### src/rtl/button_debounce_pkg.sv
// ---------------------------------------------------------------------------
// button_debounce_pkg
// Shared types and default constants for the front-panel button debouncer.
//   btn_state_e        : per-channel debounce state (IDLE, PRESS_WAIT, HELD,
//                        RELEASE_WAIT)
//   DEF_STABLE_TICKS   : default qualification length in sample ticks
//   DEF_REPEAT_DELAY   : default ticks held before the first auto-repeat
//   DEF_REPEAT_PERIOD  : default ticks between later auto-repeats
//   cnt_width()        : counter width able to hold 0..max_val (never 0)
// Optional feature macro used by the importers: BUTTON_DEBOUNCE_AUTO_REPEAT_EN
// ---------------------------------------------------------------------------
package button_debounce_pkg;

    typedef enum logic [1:0] {
        IDLE         = 2'd0,
        PRESS_WAIT   = 2'd1,
        HELD         = 2'd2,
        RELEASE_WAIT = 2'd3
    } btn_state_e;

    localparam int unsigned DEF_STABLE_TICKS  = 8;
    localparam int unsigned DEF_REPEAT_DELAY  = 16;
    localparam int unsigned DEF_REPEAT_PERIOD = 4;

    function automatic int unsigned cnt_width(input int unsigned max_val);
        return (max_val < 2) ? 1 : $clog2(max_val + 1);
    endfunction

endpackage

### src/rtl/button_debounce_channel.sv
// ---------------------------------------------------------------------------
// debounce_channel
// One button: 2-flop synchronizer, debounce FSM, qualification counter and
// (with BUTTON_DEBOUNCE_AUTO_REPEAT_EN defined) an auto-repeat counter.
// Ports:
//   clk        in  system clock
//   rst_n      in  asynchronous active-low reset
//   tick_i     in  one-cycle sample strobe (time base for all counting)
//   btn_i      in  raw asynchronous button, 1 = pressed
//   level_o    out registered debounced level
//   press_o    out one-cycle pulse on accepted press (and on auto-repeat)
//   release_o  out one-cycle pulse on accepted release
// ---------------------------------------------------------------------------
module debounce_channel
    import button_debounce_pkg::*;
#(
    parameter int unsigned STABLE_TICKS  = DEF_STABLE_TICKS,
    parameter int unsigned REPEAT_DELAY  = DEF_REPEAT_DELAY,
    parameter int unsigned REPEAT_PERIOD = DEF_REPEAT_PERIOD
) (
    input  logic clk,
    input  logic rst_n,
    input  logic tick_i,
    input  logic btn_i,
    output logic level_o,
    output logic press_o,
    output logic release_o
);

    localparam int unsigned      CNT_W    = $clog2(STABLE_TICKS + 1);
    // Acceptance happens on the tick that would make cnt+1 reach STABLE_TICKS.
    localparam logic [CNT_W-1:0] CNT_LAST = CNT_W'(STABLE_TICKS - 1);

    logic             sync1_q, sync_q;
    btn_state_e       state_q, state_d;
    logic [CNT_W-1:0] cnt_q, cnt_d;
    logic             level_q, level_d;
    logic             press_q, press_d;
    logic             release_q, release_d;
    logic             enter_held;
    logic             repeat_fire;

    always_ff @(posedge clk or negedge rst_n) begin
        if (!rst_n) begin
            sync1_q <= 1'b0;
            sync_q  <= 1'b0;
        end else begin
            sync1_q <= btn_i;
            sync_q  <= sync1_q;
        end
    end

    // A bounce always takes priority over a tick arriving in the same cycle.
    always_comb begin
        state_d    = state_q;
        cnt_d      = cnt_q;
        enter_held = 1'b0;
        release_d  = 1'b0;
        case (state_q)
            IDLE: begin
                if (sync_q) begin
                    state_d = PRESS_WAIT;
                    cnt_d   = '0;
                end
            end
            PRESS_WAIT: begin
                if (!sync_q) begin
                    state_d = IDLE;
                    cnt_d   = '0;
                end else if (tick_i) begin
                    if (cnt_q == CNT_LAST) begin
                        state_d    = HELD;
                        cnt_d      = '0;
                        enter_held = 1'b1;
                    end else begin
                        cnt_d = cnt_q + CNT_W'(1);
                    end
                end
            end
            HELD: begin
                if (!sync_q) begin
                    state_d = RELEASE_WAIT;
                    cnt_d   = '0;
                end
            end
            RELEASE_WAIT: begin
                if (sync_q) begin
                    state_d = HELD;
                    cnt_d   = '0;
                end else if (tick_i) begin
                    if (cnt_q == CNT_LAST) begin
                        state_d   = IDLE;
                        cnt_d     = '0;
                        release_d = 1'b1;
                    end else begin
                        cnt_d = cnt_q + CNT_W'(1);
                    end
                end
            end
            default: begin
                state_d = IDLE;
                cnt_d   = '0;
            end
        endcase
        // Level covers RELEASE_WAIT too: it only drops once the release is accepted.
        level_d = (state_d == HELD) || (state_d == RELEASE_WAIT);
        press_d = enter_held | repeat_fire;
    end

`ifdef BUTTON_DEBOUNCE_AUTO_REPEAT_EN
    localparam int unsigned      REP_MAX     = (REPEAT_DELAY > REPEAT_PERIOD) ? REPEAT_DELAY : REPEAT_PERIOD;
    localparam int unsigned      REP_W       = cnt_width(REP_MAX);
    localparam logic [REP_W-1:0] DELAY_LAST  = REP_W'(REPEAT_DELAY - 1);
    localparam logic [REP_W-1:0] PERIOD_LAST = REP_W'(REPEAT_PERIOD - 1);

    logic [REP_W-1:0] rep_cnt_q, rep_cnt_d;
    logic             rep_armed_q, rep_armed_d;   // first repeat already emitted

    // Counts only while settled in HELD; RELEASE_WAIT freezes it so a release
    // glitch resumes the cadence rather than restarting it.
    always_comb begin
        rep_cnt_d   = rep_cnt_q;
        rep_armed_d = rep_armed_q;
        repeat_fire = 1'b0;
        if (enter_held) begin
            rep_cnt_d   = '0;
            rep_armed_d = 1'b0;
        end else if ((state_q == HELD) && sync_q && tick_i) begin
            if (rep_cnt_q == (rep_armed_q ? PERIOD_LAST : DELAY_LAST)) begin
                repeat_fire = 1'b1;
                rep_cnt_d   = '0;
                rep_armed_d = 1'b1;
            end else begin
                rep_cnt_d = rep_cnt_q + REP_W'(1);
            end
        end
    end

    always_ff @(posedge clk or negedge rst_n) begin
        if (!rst_n) begin
            rep_cnt_q   <= '0;
            rep_armed_q <= 1'b0;
        end else begin
            rep_cnt_q   <= rep_cnt_d;
            rep_armed_q <= rep_armed_d;
        end
    end
`else
    assign repeat_fire = 1'b0;
`endif

    always_ff @(posedge clk or negedge rst_n) begin
        if (!rst_n) begin
            state_q   <= IDLE;
            cnt_q     <= '0;
            level_q   <= 1'b0;
            press_q   <= 1'b0;
            release_q <= 1'b0;
        end else begin
            state_q   <= state_d;
            cnt_q     <= cnt_d;
            level_q   <= level_d;
            press_q   <= press_d;
            release_q <= release_d;
        end
    end

    assign level_o   = level_q;
    assign press_o   = press_q;
    assign release_o = release_q;

endmodule

### src/rtl/button_debounce.sv
// ---------------------------------------------------------------------------
// button_debounce
// Debounces and edge-detects NUM_BTN raw front-panel buttons using the
// clock-enable divider's sample strobe as time base.
// Optional feature: define BUTTON_DEBOUNCE_AUTO_REPEAT_EN for auto-repeat
// press pulses while a button is held.
// Ports:
//   clk          in  system clock
//   rst_n        in  asynchronous active-low reset
//   tick         in  one-cycle sample strobe
//   btn_in       in  [NUM_BTN] raw buttons, 1 = pressed
//   btn_level    out [NUM_BTN] debounced levels
//   btn_press    out [NUM_BTN] one-cycle press (and auto-repeat) pulses
//   btn_release  out [NUM_BTN] one-cycle release pulses
// ---------------------------------------------------------------------------
module button_debounce
    import button_debounce_pkg::*;
#(
    parameter int          NUM_BTN       = 4,
    parameter int unsigned STABLE_TICKS  = DEF_STABLE_TICKS,
    parameter int unsigned REPEAT_DELAY  = DEF_REPEAT_DELAY,
    parameter int unsigned REPEAT_PERIOD = DEF_REPEAT_PERIOD
) (
    input  logic               clk,
    input  logic               rst_n,
    input  logic               tick,
    input  logic [NUM_BTN-1:0] btn_in,
    output logic [NUM_BTN-1:0] btn_level,
    output logic [NUM_BTN-1:0] btn_press,
    output logic [NUM_BTN-1:0] btn_release
);

    generate
        for (genvar gi = 0; gi < NUM_BTN; gi++) begin : g_chan
            debounce_channel #(
                .STABLE_TICKS  (STABLE_TICKS),
                .REPEAT_DELAY  (REPEAT_DELAY),
                .REPEAT_PERIOD (REPEAT_PERIOD)
            ) u_chan (
                .clk       (clk),
                .rst_n     (rst_n),
                .tick_i    (tick),
                .btn_i     (btn_in[gi]),
                .level_o   (btn_level[gi]),
                .press_o   (btn_press[gi]),
                .release_o (btn_release[gi])
            );
        end
    endgenerate

endmodule

### config.mk
export PLATFORM = sky130hd
export DESIGN_NAME = button_debounce
export DESIGN_NICKNAME = d
export VERILOG_FILES = /design/src/rtl/button_debounce_pkg.sv /design/src/rtl/button_debounce_channel.sv /design/src/rtl/button_debounce.sv
export SDC_FILE = /design/constraint.sdc
export NUM_CORES = 1
export LEC_CHECK = 0
export BUFFER_PORTS_ARGS = -buffer_cell sky130_fd_sc_hd__buf_2
export CORE_AREA = 2 2 53 75
export CTS_BUF_LIST = sky130_fd_sc_hd__clkbuf_4 sky130_fd_sc_hd__clkbuf_8 sky130_fd_sc_hd__clkbuf_16
export DETAILED_ROUTE_END_ITERATION = 8
export DIE_AREA = 0 0 55 77
export GPL_ROUTABILITY_DRIVEN = 0
export GPL_TIMING_DRIVEN = 0
export PLACE_DENSITY_LB_ADDON = 0.05
export SETUP_SLACK_MARGIN = 0.5
export SYNTH_ARGS = -nofsm -noshare
export SYNTH_HDL_FRONTEND = slang
export SYNTH_HIERARCHICAL = 1
export SYNTH_SLANG_ARGS = --single-unit
### constraint.sdc
create_clock -name clk -period 2.1 [get_ports clk]
set_input_delay 0.21 -clock clk [delete_from_list [all_inputs] [get_ports clk]]
set_output_delay 0.21 -clock clk [all_outputs]
set_load 0.05 [all_outputs]
==> flow_metrics.py <==
metrics = {
    "clock_network": {
        "clkTransAtPathRegs_ps": 80,
        "cts-root-buf": "clkbuf_8",
        "cts.sinks": 42,
        "cts_made_buffers": 5,
        "clock_latency_ps": 290,
        "cts_max_path_buffers": 2,
        "cts_tree": "yes",
        "htreeDepth": 2,
    },
    "finish": {
        "drive_above_1_share_pct": 27.2,
        "synthToLayoutAreaGrowth_pct": 15.7,
        "nNetsFinal": 194,
        "post_layout_nonfiller_instances": 226,
        "num_antenna_cells": 0,
    },
    "logic_synthesis": {
        "yosysTopAreaCellShare_pct": 55.1,
        "synth_area_leaders": "dfrtp_1 55%, nand2b_1 4.6%, nor3b_1 4.3%",
        "netlist_area_mm2": 0.00191,
        "async_flop_share_pct": 100,
        "synth_edf_count": 0,
        "yosysUniqueCellTypes": 33,
        "synth_most_common_cell": "dfrtp_1",
        "synth-seq-cells": 42,
        "ys.flop_type": "dfrtp_1",
        "syn_inst": 154,
        "yosysSeqAreaShare_pct": 55.1,
        "synthTopCellsByCount": "42 x dfrtp_1, 14 x nand2b_1, 11 x nor3b_1",
        "synth.avg_cell_area_um2": 12.4,
        "synth_nets": 165,
        "yosys.area.top_type": "dfrtp_1",
        "synth-warning-count": 6,
    },
    "run_status": {
        "status": "finished, final reports clean",
    },
    "sta": {
        "setup_violations": 0,
        "max_freq_mhz": 654,
        "finalHoldViolCount": 0,
        "worst_pin_slew_ps": 904,
        "setup_tns_ps": 0,
        "timing.final.crit_share_pct": 72.8,
        "slew_headroom_pct": 39.7,
        "rsz0062_at_grt": "false",
        "skew_ps": 5.54,
        "final_max_slew_viol_count": 0,
        "setup_slack_ps": 571,
        "min_period_ps": 1530,
        "holdWs_ps": 17.9,
    },
    "place": {
        "placed_cells": 214,
        "hpwl_um": 2160,
        "port_buffers": 18,
        "post-place-ws_ps": 482,
    },
    "routing": {
        "routed_wl_um": 3250,
        "initialDrtViolationCount": 24,
        "vias": 1243,
        "via_per_inst": 5.50,
        "routedWlPerCell_um": 14.4,
        "dr.pass1.iters": 6,
        "drc": 0,
        "final_antenna_net_count": 0,
    },
    "setup_path": {
        "crit_family": "flip-flops",
        "worstSetupPathType": "reg -> reg",
        "worst_path_max_delay_cell": "dfrtp_1",
        "critPathRequiredTime_ps": 2280,
        "crit_buf_inv": 1,
        "crit_path_end_kind": "register",
        "cp.arrival_ps": 1710,
        "critPathMaxFanout": 5,
        "critical_path.cell_chain": "ha_2, nand2_1, or3_1, buf_4, mux2_2",
        "crit_start": "g_chan[2].u_chan/cnt_q[0]$_DFFE_PN0P_",
        "max_stage_delay_ps": 410,
        "reg2reg_from": "g_chan[2].u_chan/cnt_q[0]$_DFFE_PN0P_",
        "cp-start-kind": "register",
    },
    "global_route": {
        "track_usage_pct": 18.2,
        "grt_pass1_vias": 1252,
        "grt_max_degree": 43,
        "grt_pass1_wl_um": 5550,
        "gr-total-overflow": 0,
        "antenna_found_initial": 0,
    },
    "pwr": {
        "p_leak_uw": 0.00102,
        "p_per_area_mw_per_mm2": 715,
        "ir_drop_mv": 0.477,
    },
    "die": {
        "coreArea_mm2": 0.00358,
        "initial_core_util_pct": 53.3,
        "die_area_mm2": 0.00424,
        "ios": 19,
        "row_count": 26,
        "die_w_um": 55,
        "die_h_um": 77,
    },
    "hold_path": {
        "worstHoldStart": "btn_in[2]",
        "hold_class": "in -> reg",
    },
    "job": {
        "cap_violations": 0,
    },
}
[registers in the layout, summed over array words and instances, names as in the netlist]
| name | flops |
|---|---|
| g_chan.u_chan/release_o | 4 |
| g_chan.u_chan/level_o | 4 |
| g_chan.u_chan/cnt_q | 16 |
| g_chan.u_chan/state_q | 6 |
| g_chan.u_chan/sync_q | 4 |
| g_chan.u_chan/press_o | 4 |
| g_chan.u_chan/sync1_q | 4 |
[logic make-up after synthesis]
group | synth area share [%]
mux | 6.03
simple gates | 22.0
flops | 55.1
xor+xnor | 7.08
compound gates | 6.43
fa+ha+maj | 2.62
buf+inv | 0.787
[report_power, final]
group	internal (uW)	leakage [uW]	total (uW)	switching, uW
Clock	353	0.0000504	629	275
Combinational	42.9	0.000410	98.0	55.1
Sequential	829	0.000556	851	22.6
Total	1220	0.00102	1580	353
[metrics by stage]
stage                     power (uW)  instance area [um^2]  util [%]
after detailed placement         960                  2050      57.3
after global placement           953                  2050      57.3
after global routing            1650                  2210      61.7
after CTS                       1600                  2160      60.5
after floorplan                  917                  1910         -
final                           1580                  2210      61.7
[worst paths after layout]
| check | end | cells past startpoint | slack (ps) |
|---|---|---|---|
| worst max-delay path | g_chan[2].u_chan/level_o$_DFF_PN0_ | 5 | 570 |
| worst min-delay path | g_chan[2].u_chan/sync1_q$_DFF_PN0_ | 1 | 20 |
| worst max register to register | g_chan[2].u_chan/level_o$_DFF_PN0_ | 5 | 570 |
| worst min register to register | g_chan[1].u_chan/sync_q$_DFF_PN0_ | 0 | 350 |
| max in group asynchronous | g_chan[0].u_chan/sync1_q$_DFF_PN0_ | 1 | 1490 |
| min in group asynchronous | g_chan[1].u_chan/cnt_q[3]$_DFFE_PN0P_ | 1 | 30 |
[what timing repair did]
action,CTS,global route
hold endpoints to repair,0,2
endpoints found under the setup margin,0,4
hold buffers,0,2
gates resized for setup,0,3
setup buffers,0,2
[cell usage in the layout (no fill, tap or decap), drive strengths merged, types with 3 or more instances in the layout]
cell and count:
nand2 12, and4b 3, mux2 6, o2bb2ai 3, o22ai 5, nand4 7
dfrtp 42, nand2b 14, a31o 3, xor2 10, nor2 3, o21ai 4
ha 4, clkbuf 5, mux2i 4, buf 23, nor3b 11, nand3b 4
[layout make-up]
class,instances,area [um^2]
Fill cell,296,1370
Sequential cell,42,1050
Multi-Input combinational cell,109,847
Timing Repair Buffer,22,125
Clock buffer,5,68.8
Tap cell,42,52.6
Clock inverter,3,45.0
Buffer,3,17.5
[per-layer routing]
layer  routed length [um]  global-route usage (%)  up-vias
li1                     -                       -      606
met1                 1390                    21.4      608
met2                 1670                    29.2       25
met3                  132                    5.84        4
met4                   53                    8.05        0
met5                    0                       0        -
[worst register-to-register path: stages (launching register included)]
cell	delay (ps)
dfrtp_1	410
ha_2	190
nand2_1	70
or3_1	330
buf_4	160
mux2_2	260
No activity file was read; power rests on OpenSTA's default activity.
